==> config.mk <==
export PLATFORM = sky130hd
export DESIGN_NAME = mini_core_accel_mul_int8
export DESIGN_NICKNAME = d
export VERILOG_FILES = /design/src/rtl/mini_core_accel_mul_int8.sv
export SDC_FILE = /design/constraint.sdc
export NUM_CORES = 1
export LEC_CHECK = 0
export BUFFER_PORTS_ARGS = -buffer_cell sky130_fd_sc_hd__buf_4
export CAP_MARGIN = 10
export CORE_ASPECT_RATIO = 0.8
export CORE_MARGIN = 5
export CORE_UTILIZATION = 30
export DETAILED_ROUTE_END_ITERATION = 7
export PLACE_DENSITY = 0.46
export SETUP_SLACK_MARGIN = 0.4
export SLEW_MARGIN = 5
export SYNTH_ARGS = -nofsm -noshare
export SYNTH_HDL_FRONTEND = slang
export SYNTH_SLANG_ARGS = --single-unit
==> constraint.sdc <==
create_clock -name Clk -period 8.2 [get_ports Clk]
set_clock_uncertainty 0.05 [all_clocks]
set_input_delay 1.23 -clock Clk [delete_from_list [all_inputs] [get_ports Clk]]
set_output_delay 1.23 -clock Clk [all_outputs]
set_load 0.01 [all_outputs]
==> src/rtl/mini_core_accel_mul_int8.sv <==
// mini_core_accel_mul_int8: signed int8 iterative multiplier that restarts whenever its operand pair changes
// Ports: Clk, Rst (sync, active-high); multiplicand/multiplier (signed int8 levels);
//        result (signed 16-bit product, valid when done=1); done (result matches current operands).
// Optional macro MINI_CORE_ACCEL_MUL_STATS_EN adds mul_cnt/abort_cnt (saturating counters).
module mini_core_accel_mul_int8 #(
  parameter int BITS_PER_CYCLE = 1
) (
  input  logic        Clk,
  input  logic        Rst,
  input  logic [7:0]  multiplicand,
  input  logic [7:0]  multiplier,
  output logic [15:0] result,
  output logic        done
`ifdef MINI_CORE_ACCEL_MUL_STATS_EN
  ,
  output logic [15:0] mul_cnt,
  output logic [15:0] abort_cnt
`endif
);
  localparam int N = 8 / BITS_PER_CYCLE;
  localparam logic [2:0] LAST = 3'(N - 1);
  if (!(BITS_PER_CYCLE == 1 || BITS_PER_CYCLE == 2 || BITS_PER_CYCLE == 4 || BITS_PER_CYCLE == 8)) begin : g_bad_bpc
    $error("BITS_PER_CYCLE must be 1, 2, 4 or 8");
  end
  typedef enum logic {VALID, BUSY} state_t;
  state_t r_state, w_next;
  logic [7:0]  r_lat_a, r_lat_b, r_mag_a, r_mag_b;
  logic        r_neg, r_done;
  logic [15:0] r_acc, r_result;
  logic [2:0]  r_cnt;
  logic        w_chg, w_fin;
  logic [3:0]  w_sh;
  logic [15:0] w_pp, w_sum;
  always_comb begin
    w_chg  = {multiplicand, multiplier} != {r_lat_a, r_lat_b};
    w_fin  = (r_state == BUSY) && !w_chg && (r_cnt == LAST);
    w_sh   = 4'(r_cnt) * 4'(BITS_PER_CYCLE);
    w_pp   = ({8'h00, r_mag_a} * 16'(r_mag_b[BITS_PER_CYCLE-1:0])) << w_sh;
    w_sum  = r_acc + w_pp;
    w_next = w_chg ? BUSY : w_fin ? VALID : r_state;
  end
  always_ff @(posedge Clk) r_state <= Rst ? VALID : w_next;
  always_ff @(posedge Clk) begin
    if (Rst) begin
      r_lat_a  <= '0;
      r_lat_b  <= '0;
      r_mag_a  <= '0;
      r_mag_b  <= '0;
      r_neg    <= 1'b0;
      r_acc    <= '0;
      r_cnt    <= '0;
      r_result <= '0;
      r_done   <= 1'b1;
    end else if (w_chg) begin
      r_lat_a <= multiplicand;
      r_lat_b <= multiplier;
      // |-128| wraps to 8'h80, which is exactly 128 when read unsigned
      r_mag_a <= multiplicand[7] ? -multiplicand : multiplicand;
      r_mag_b <= multiplier[7] ? -multiplier : multiplier;
      r_neg   <= multiplicand[7] ^ multiplier[7];
      r_acc   <= '0;
      r_cnt   <= '0;
      r_done  <= 1'b0;
    end else if (r_state == BUSY) begin
      r_acc   <= w_sum;
      r_mag_b <= r_mag_b >> BITS_PER_CYCLE;
      r_cnt   <= r_cnt + 3'd1;
      if (w_fin) begin
        r_result <= r_neg ? -w_sum : w_sum;
        r_done   <= 1'b1;
      end
    end
  end
  assign result = r_result;
  assign done   = r_done;
`ifdef MINI_CORE_ACCEL_MUL_STATS_EN
  always_ff @(posedge Clk) begin
    if (Rst) begin
      mul_cnt   <= '0;
      abort_cnt <= '0;
    end else begin
      if (w_fin && mul_cnt != 16'hFFFF) mul_cnt <= mul_cnt + 16'd1;
      if (w_chg && r_state == BUSY && abort_cnt != 16'hFFFF) abort_cnt <= abort_cnt + 16'd1;
    end
  end
`endif
endmodule

======== Word-level counts from Yosys, hierarchy flattened ========
Index checks and enable logic that the tools add are counted.
cells by class
  add/subtract/negate cells ............... 5
  multipliers ............................. 1
  equal/unequal tests ..................... 2
  shift operators ......................... 1
  mux-type cells .......................... 10
  bitwise gates (word level) .............. 2
  reduce and logical (&&, ||, !) cells .... 8
operators with widths
  kind                                                            count
  8-bit two-way mux                                               4
  16-bit adder                                                    1
  16-bit two-way mux                                              1
  16-bit inequality test                                          1
  16-bit negation                                                 1
  8-bit negation                                                  2
  9-bit by 3-bit << shifter with 16-bit output                    1
  8-bit by 1-bit multiplier with 9-bit output                     1
  1-bit two-way mux                                               5
  2-bit nonzero test                                              2
  3-bit by 1-bit adder with 3-bit output (second input constant)  1
  3-bit == test (second input constant)                           1
  3-bit AND reduction                                             1
  1-bit logical AND                                               2
  2-bit AND reduction                                             1
  2-bit OR reduction                                              1
  1-bit zero test                                                 1
  1-bit inverter                                                  1
  1-bit bitwise XOR                                               1
word-level totals
  bits in registers ....................... 70
  input port bits ......................... 18
  output and inout port bits .............. 17
  word-level logic and storage cells ...... 39

======== Depth between registers and ports, before layout ========
Gate-level depths: netlist (run 1).
  depth in word-level cells ............... 7
  depth in mapped cells ................... 15
  mapped depth without buffers ............ 15

======== Worst setup path after synthesis (run 1) ========
OpenSTA, ideal clock, no wires.
  path kind ............................... register -> register
  from .................................... register r_cnt[0]
  to ...................................... register r_result[12], in the netlist result[12]
  setup time .............................. 0.140 ns
  data arrival time ....................... 3.492 ns
  required time ........................... 8.010 ns
  path slack .............................. 4.517 ns
  stages on the path, launching flop included .. 15
  buffers on the path ..................... 1
  period minus slack after synthesis ...... 3.683 ns
  cells stage by stage .................... dfxtp_1 clkbuf_1 mux2i_1 mux2_2 o21ai_0 o2bb2ai_1 ha_1 a211o_1 o211a_1 or3_1 o221ai_2 or2b_1 nor4_1 mux2i_1 o311ai_0
between the ends
  longest elaborated chain between the ends .. 4
  elaborated cells on any way between the ends .. 7
  those cells by class .................... add/sub (2); eq/ne (1); shift (1); mux (1); reduce/logical (2)
RTL lines
  element                                       line  source
  from (decl)                                   30    logic [2:0] r_cnt;
  from (signal assigned)                        67    r_cnt <= r_cnt + 3'd1;
  9-bit by 3-bit << shifter with 16-bit output  38    w_pp = ({8'h00, r_mag_a} * 16'(r_mag_b[BITS_PER_CYCLE-1:0])) << w_sh;
  16-bit adder                                  39    w_sum = r_acc + w_pp;
  16-bit negation                               69    r_result <= r_neg ? -w_sum : w_sum;
  16-bit two-way mux                            69
  to (signal assigned)                          69
  to (decl)                                     29    logic [15:0] r_acc, r_result;
Several ways; a longest one is shown, not always the timed one.
A chain may end at the register's enable or synchronous reset.

======== Worst setup path after layout (run 1) ========
  from .................................... register r_cnt[0]
  to ...................................... register r_result[14], in the netlist result[14]
Same word-level chain as after synthesis.

==> run metrics, run 1 <==
CP Class flip-flop to flip-flop; CP endpoint kind flip-flop; Tot GR Track Use 0.1359; synth unique cells between 60 and 70; Synth Flop Type dfxtp_1; Compound-Gate Fraction of Synth Area 0.2179; Area Growth Syn to Fin 15.96%; leakage around 2.2 nW; Hold WC Path Type flip-flop to flip-flop; CTS tree built; RSZ-0062 raised after global routing false; main combinational cell family by area after synthesis simple AND/OR/NAND/NOR gates; Power Dens Cells 165.5 mW/mm²; crit path cell chain mux2i_1 > nor3b_1 > a211oi_1 > a21oi_1 > ha_1 > a211oi_2 > o21bai_2 > or2_2 > o211ai_1 > nand4_1 > o31ai_1 > xor2_1 > a211oi_1; CP max stage cell dfxtp_1; final setup vio count 0; Buffers on Ports 34; H-tree depth 3; crit share post-route 0.4965; share of async-settable or async-resettable flops after synthesis 0; slew of the pin with the lowest slew margin ~650 ps; share of cells above drive strength 1 0.1392; CP dominant cell by count a211oi_1; DRT iter0 DRCs approximately 220; DR WL/cell between 15 and 20 µm; DRC 0; total setup buffers inserted after CTS 0; Final GP Congestion about 0.84; Synth Warn # 0; Crit path max-delay family compound AO/OA/AOI/OAI gates; final HPWL from detailed placement between 8 and 9 mm; crit-path max FO 12; CTS buffer count 9; Hold-fix buffers, CTS 0; antenna violation net count after detailed routing 0; CP peak stage delay about 640 ps; mux contribution to synthesized area 0.06555; largest net degree at the start of global routing 47; Post-Syn Nets 570; fillcell total 1,534; Syn Inst Count 530; startpoint types flip-flop; number of synthesized flops with an enable pin 0; final slew viol count 0; clock-pin slew on the worst setup and hold paths around 50 ps; drt total wl 11.57 mm; vias in the first global route 3,550; Worst Path Buf+Inv 0; die width about 150 µm; first-pass GRT wire length between 15 and 20 mm; post-DR vias/cell around 5.2; Tmin final 4071 ps; Post-CTS Resized 0; drt pass-1 iters 4; mapped cell area ~0.0045 mm²; Core Rows 40; post-synthesis simple-gate area fraction 0.2212; via count about 3,800; antenna violations before repair 0; Top Ports 35; Post-Syn Area per Cell between 8 and 9 µm²; CORE AREA approximately 0.015 mm²; CTS root buf clkbuf_16; Final Hold Fails 0; clk sink count 69; gr ovfl total 0; total die area 0.01751 mm²; Pwr Total between 800 and 900 µW; adder-cell area share of the yosys netlist 0.06304; Net count, final 589; Yosys reg bits just under 70; CP arrival roughly 4300 ps; setup TNS 0 ps; status complete, no violations; diodes inserted 0; initial core utilization 0.3018; register area share after synthesis 0.3079; height of the die 119.4 µm; xor-xnor portion of the synthesized cell area 0.08006; Slew headroom 0.5620; Worst-Skew Late Latency around 340 ps; maximum root-to-sink buffer count 2; maxcap violations 0; Max Fclk between 200 and 250 MHz; Peak VDD IR 0.08837 mV; Critical Path RT approximately 8400 ps
[final timing paths]
check                               from          to  slack, ps  cells after the start
worst max-delay path            r_cnt[0]  result[14]       4130                     13
worst min-delay path                done        done        420                      2
worst max register to register  r_cnt[0]  result[14]       4130                     13
worst min register to register      done        done        420                      2
[flip-flops by register name, indices dropped and copies added (netlist names)]
register / flops
r_neg: 1
r_mag_b: 8
r_lat_a: 8
result: 16
r_state: 1
r_cnt: 3
r_mag_a: 7
done: 1
r_acc: 16
r_lat_b: 8
[layout make-up]
cell class | count | area [µm²] | area share
Sequential cell | 69 | 1381 | 0.2656
Timing Repair Buffer | 37 | 277.8 | 0.05340
Multi-Input combinational cell | 412 | 2905 | 0.5586
Clock inverter | 3 | 68.82 | 0.01323
Tap cell | 189 | 236.5 | 0.04547
Inverter | 20 | 75.07 | 0.01443
Clock buffer | 12 | 256.5 | 0.04931
[per-layer routing]
layer | track usage | vias to the layer above | share of wire
li1 | - | 1969 | -
met1 | 0.2026 | 1777 | 0.54
met2 | 0.1945 | 67 | 0.41
met3 | 0.02168 | 11 | 0.036
met4 | 0.05112 | 0 | 0.015
met5 | 0 | - | 0
[synthesized netlist by cell type, types with 4 or more instances]
cell type / instances / area [µm²]
a211oi_1: 28 / 210.2
a21oi_1: 17 / 85.08
a22o_1: 10 / 87.58
a31oi_1: 5 / 31.28
buf_1: 4 / 15.01
clkbuf_1: 23 / 86.33
dfxtp_1: 69 / 1381
ha_1: 21 / 262.8
inv_1: 20 / 75.07
mux2i_1: 26 / 260.3
nand2_1: 36 / 135.1
nand3_1: 8 / 40.04
nand4_1: 4 / 25.02
nor2_1: 60 / 225.2
nor2b_1: 25 / 156.4
nor3_1: 8 / 40.04
nor3b_1: 5 / 37.54
nor4_1: 11 / 68.82
nor4b_1: 4 / 35.03
o211ai_1: 4 / 30.03
o21ai_0: 15 / 75.07
o22ai_1: 5 / 31.28
o31ai_1: 9 / 67.56
or2_2: 5 / 31.28
or3_1: 6 / 37.54
xnor2_1: 13 / 113.9
xor2_1: 28 / 245.2
[metrics by stage]
step / hold slack, ps / area, µm² / instances / setup slack, ps / util
final: 415.9 / 5201 / 742 / 4129 / 0.3499
after global routing: 443.2 / 5201 / 742 / 3835 / 0.3499
after CTS: 423.1 / 5201 / 742 / 4154 / 0.3499
after detailed placement: 413.2 / 4876 / 727 / 4178 / 0.3280
after global placement: 407.6 / 4876 / 727 / 4209 / 0.3280
after floorplan: 399.7 / 4486 / 530 / 4517 / -
[cell families after synthesis]
logic type                 Yosys count
AOI/OAI and AO/OA                  127
buffers and inverters               49
adders and majority gates           22
and+or+nand+nor                    193
xor gates and xnor gates            41
DFF                                 69
muxes                               29
[worst register-to-register path, stage by stage, from the launching register on]
cell	delay, ps
dfxtp_1	640
mux2i_1	370
nor3b_1	90
a211oi_1	220
a21oi_1	80
ha_1	420
a211oi_2	280
o21bai_2	140
or2_2	290
o211ai_1	420
nand4_1	280
o31ai_1	330
xor2_1	130
a211oi_1	240
[cell usage in the layout (no fill, tap or decap), types with 17 or more instances in the layout]
cell,instances
ha_1,21
dfxtp_1,69
buf_4,37
nor2_1,60
a211oi_1,28
mux2i_1,26
nor2b_1,25
nand2_1,36
inv_1,20
xor2_1,28
a21oi_1,17
[power by group]
| group | switching (mW) | internal [mW] | total (mW) | leakage [nW] |
|---|---|---|---|---|
| combinational | 0.0431 | 0.0332 | 0.0764 | 1.45 |
| clock | 0.148 | 0.282 | 0.430 | 0.159 |
| sequential | 0.00829 | 0.346 | 0.354 | 0.565 |
| total | 0.200 | 0.661 | 0.861 | 2.18 |
No activity file was read; power rests on OpenSTA's default activity.
==> inputs of run 2 (changes only) <==
clock period = 3.8 ns   (was 8.2 ns; I/O delays follow)
==> run metrics, run 2 (synthesized netlist as in run 1, its figures left out) <==
Crit path max-delay family simple AND/OR/NAND/NOR gates; DR WL/cell around 16 µm; Worst Path Buf+Inv 2; Tmin final ~3600 ps; CP endpoint kind flip-flop; drt pass-1 iters 4; Final GP Congestion 0.7977; post-DR vias/cell between 5 and 6; crit path cell chain buf_12 > mux2i_4 > mux2_4 > nor3b_4 > ha_4 > o211a_4 > o31a_1 > buf_4 > or3_4 > a21oi_4 > nand2_2 > nor4_4 > mux2i_1 > o311ai_1; Hold WC Path Type flip-flop to flip-flop; Worst-Skew Late Latency around 340 ps; Reg2Reg Setup Slack around 220 ps; final setup vio count 0; Hold-fix buffers, CTS 0; commonest non-fill, non-tap cell in the layout buf_4; Top Ports 35; maxcap violations 0; crit-path max FO 6; CP max stage cell or3_4; gr ovfl total 0; Placed Instance Area approximately 0.0050 mm²; antenna violation net count after detailed routing 0; die width 146.7 µm; Net count, final between 600 and 700; status complete, no violations; height of the die roughly 120 µm; crit share post-route 0.9420; antenna violations before repair 0; final HPWL from detailed placement approximately 9 mm; H-tree depth 3; CTS root buf clkbuf_16; clock-pin slew on the worst setup and hold paths around 60 ps; Tot GR Track Use 0.1456; CP peak stage delay 420 ps; Peak VDD IR 0.1554 mV; DRC 0; RSZ-0062 raised after global routing true; startpoint types flip-flop; drt total wl roughly 13 mm; leakage 2.461 nW; via count 3,976; initial core utilization 0.3018; CTS buffer count 9; Pwr Total around 1.8 mW; CTS tree built; Max Fclk around 280 MHz; clk sink count 69; maximum root-to-sink buffer count 2; Power Dens Cells around 310 mW/mm²; slew of the pin with the lowest slew margin roughly 850 ps; CP Class flip-flop to flip-flop; CP arrival about 3700 ps; total die area between 0.015 and 0.02 mm²; diodes inserted 0; Buffers on Ports 34; DRT iter0 DRCs 243; Critical Path RT approximately 4000 ps; Core Rows 40; vias in the first global route between 3,000 and 4,000; final slew viol count 0; fin area between 0.005 and 0.006 mm²; Area Growth Syn to Fin 32.39%; CORE AREA between 0.01 and 0.015 mm²; most frequent cells in the layout 71 x buf_4, 66 x dfxtp_1, 57 x nor2_1; Slew headroom 0.4302; Final Hold Fails 0; first-pass GRT wire length slightly above 20 mm; largest net degree at the start of global routing 47; share of cells above drive strength 1 0.2881; setup TNS 0 ps
run 2: changes by cell type in the layout (fill, tap and decap cells not counted), sizes merged:
cell and delta:
buf +35, bufbuf +1, bufinv -1, clkbuf -2
clkinv +2, clkinvlp +1, inv +1
run 2: worst reg2reg max path, cell delays in order (launching register included):
cell and delay, ps:
dfxtp_2 340, buf_12 150, mux2i_4 190, mux2_4 310, nor3b_4 260, ha_4 260, o211a_4 250, o31a_1 150
buf_4 170, or3_4 420, a21oi_4 180, nand2_2 90, nor4_4 280, mux2i_1 240, o311ai_1 110
run 2: report_power, final:
| part | total (mW) | internal (mW) | switching (mW) |
|---|---|---|---|
| Combinational | 0.201 | 0.0948 | 0.106 |
| Sequential | 0.769 | 0.746 | 0.0226 |
| Clock | 0.852 | 0.524 | 0.328 |
run 2: layout make-up:
| class | instances | area [µm²] |
|---|---|---|
| clock buffers | 10 | 239.0 |
| clock inverters | 6 | 61.31 |
| fillers | 1450 | 8926 |
| inverters | 20 | 75.07 |
| multi-input cells | 412 | 3356 |
| flip-flops and latches | 69 | 1385 |
| well taps | 189 | 236.5 |
| repair buffers | 73 | 585.6 |
run 2: per-stage QoR:
stage	hold slack, ps	util	cells	worst slack (ps)
2_1_floorplan	399.7	-	530	402.0
3_3_place_gp	408.0	0.3369	741	126.7
3_5_place_dp	415.7	0.3369	741	139.6
4_1_cts	426.4	0.3763	771	256.1
5_1_grt	437.7	0.3995	779	67.20
6_report	419.7	0.3995	779	220.5
run 2: metal layers:
layer	share of wire	global-route usage	vias up
met1	0.52	0.2132	1863
met3	0.040	0.03233	11
li1	-	-	2043
met4	0.013	0.04172	0
met5	0	0	-
met2	0.42	0.2127	59
run 2: what timing repair did:
| item | in CTS | in global routing |
|---|---|---|
| gates resized for setup | 36 | 51 |
| setup buffers | 13 | 8 |
| gates cloned | 1 | 0 |
| pin swaps | 28 | 37 |
| endpoints found under the setup margin | 10 | 14 |
run 2: worst paths after layout:
kind              startpoint         end  depth (start not counted)
hold / removal          done        done                          2
setup / recovery    r_cnt[0]  result[12]                         14
hold reg to reg         done        done                          2
setup reg to reg    r_cnt[0]  result[12]                         14
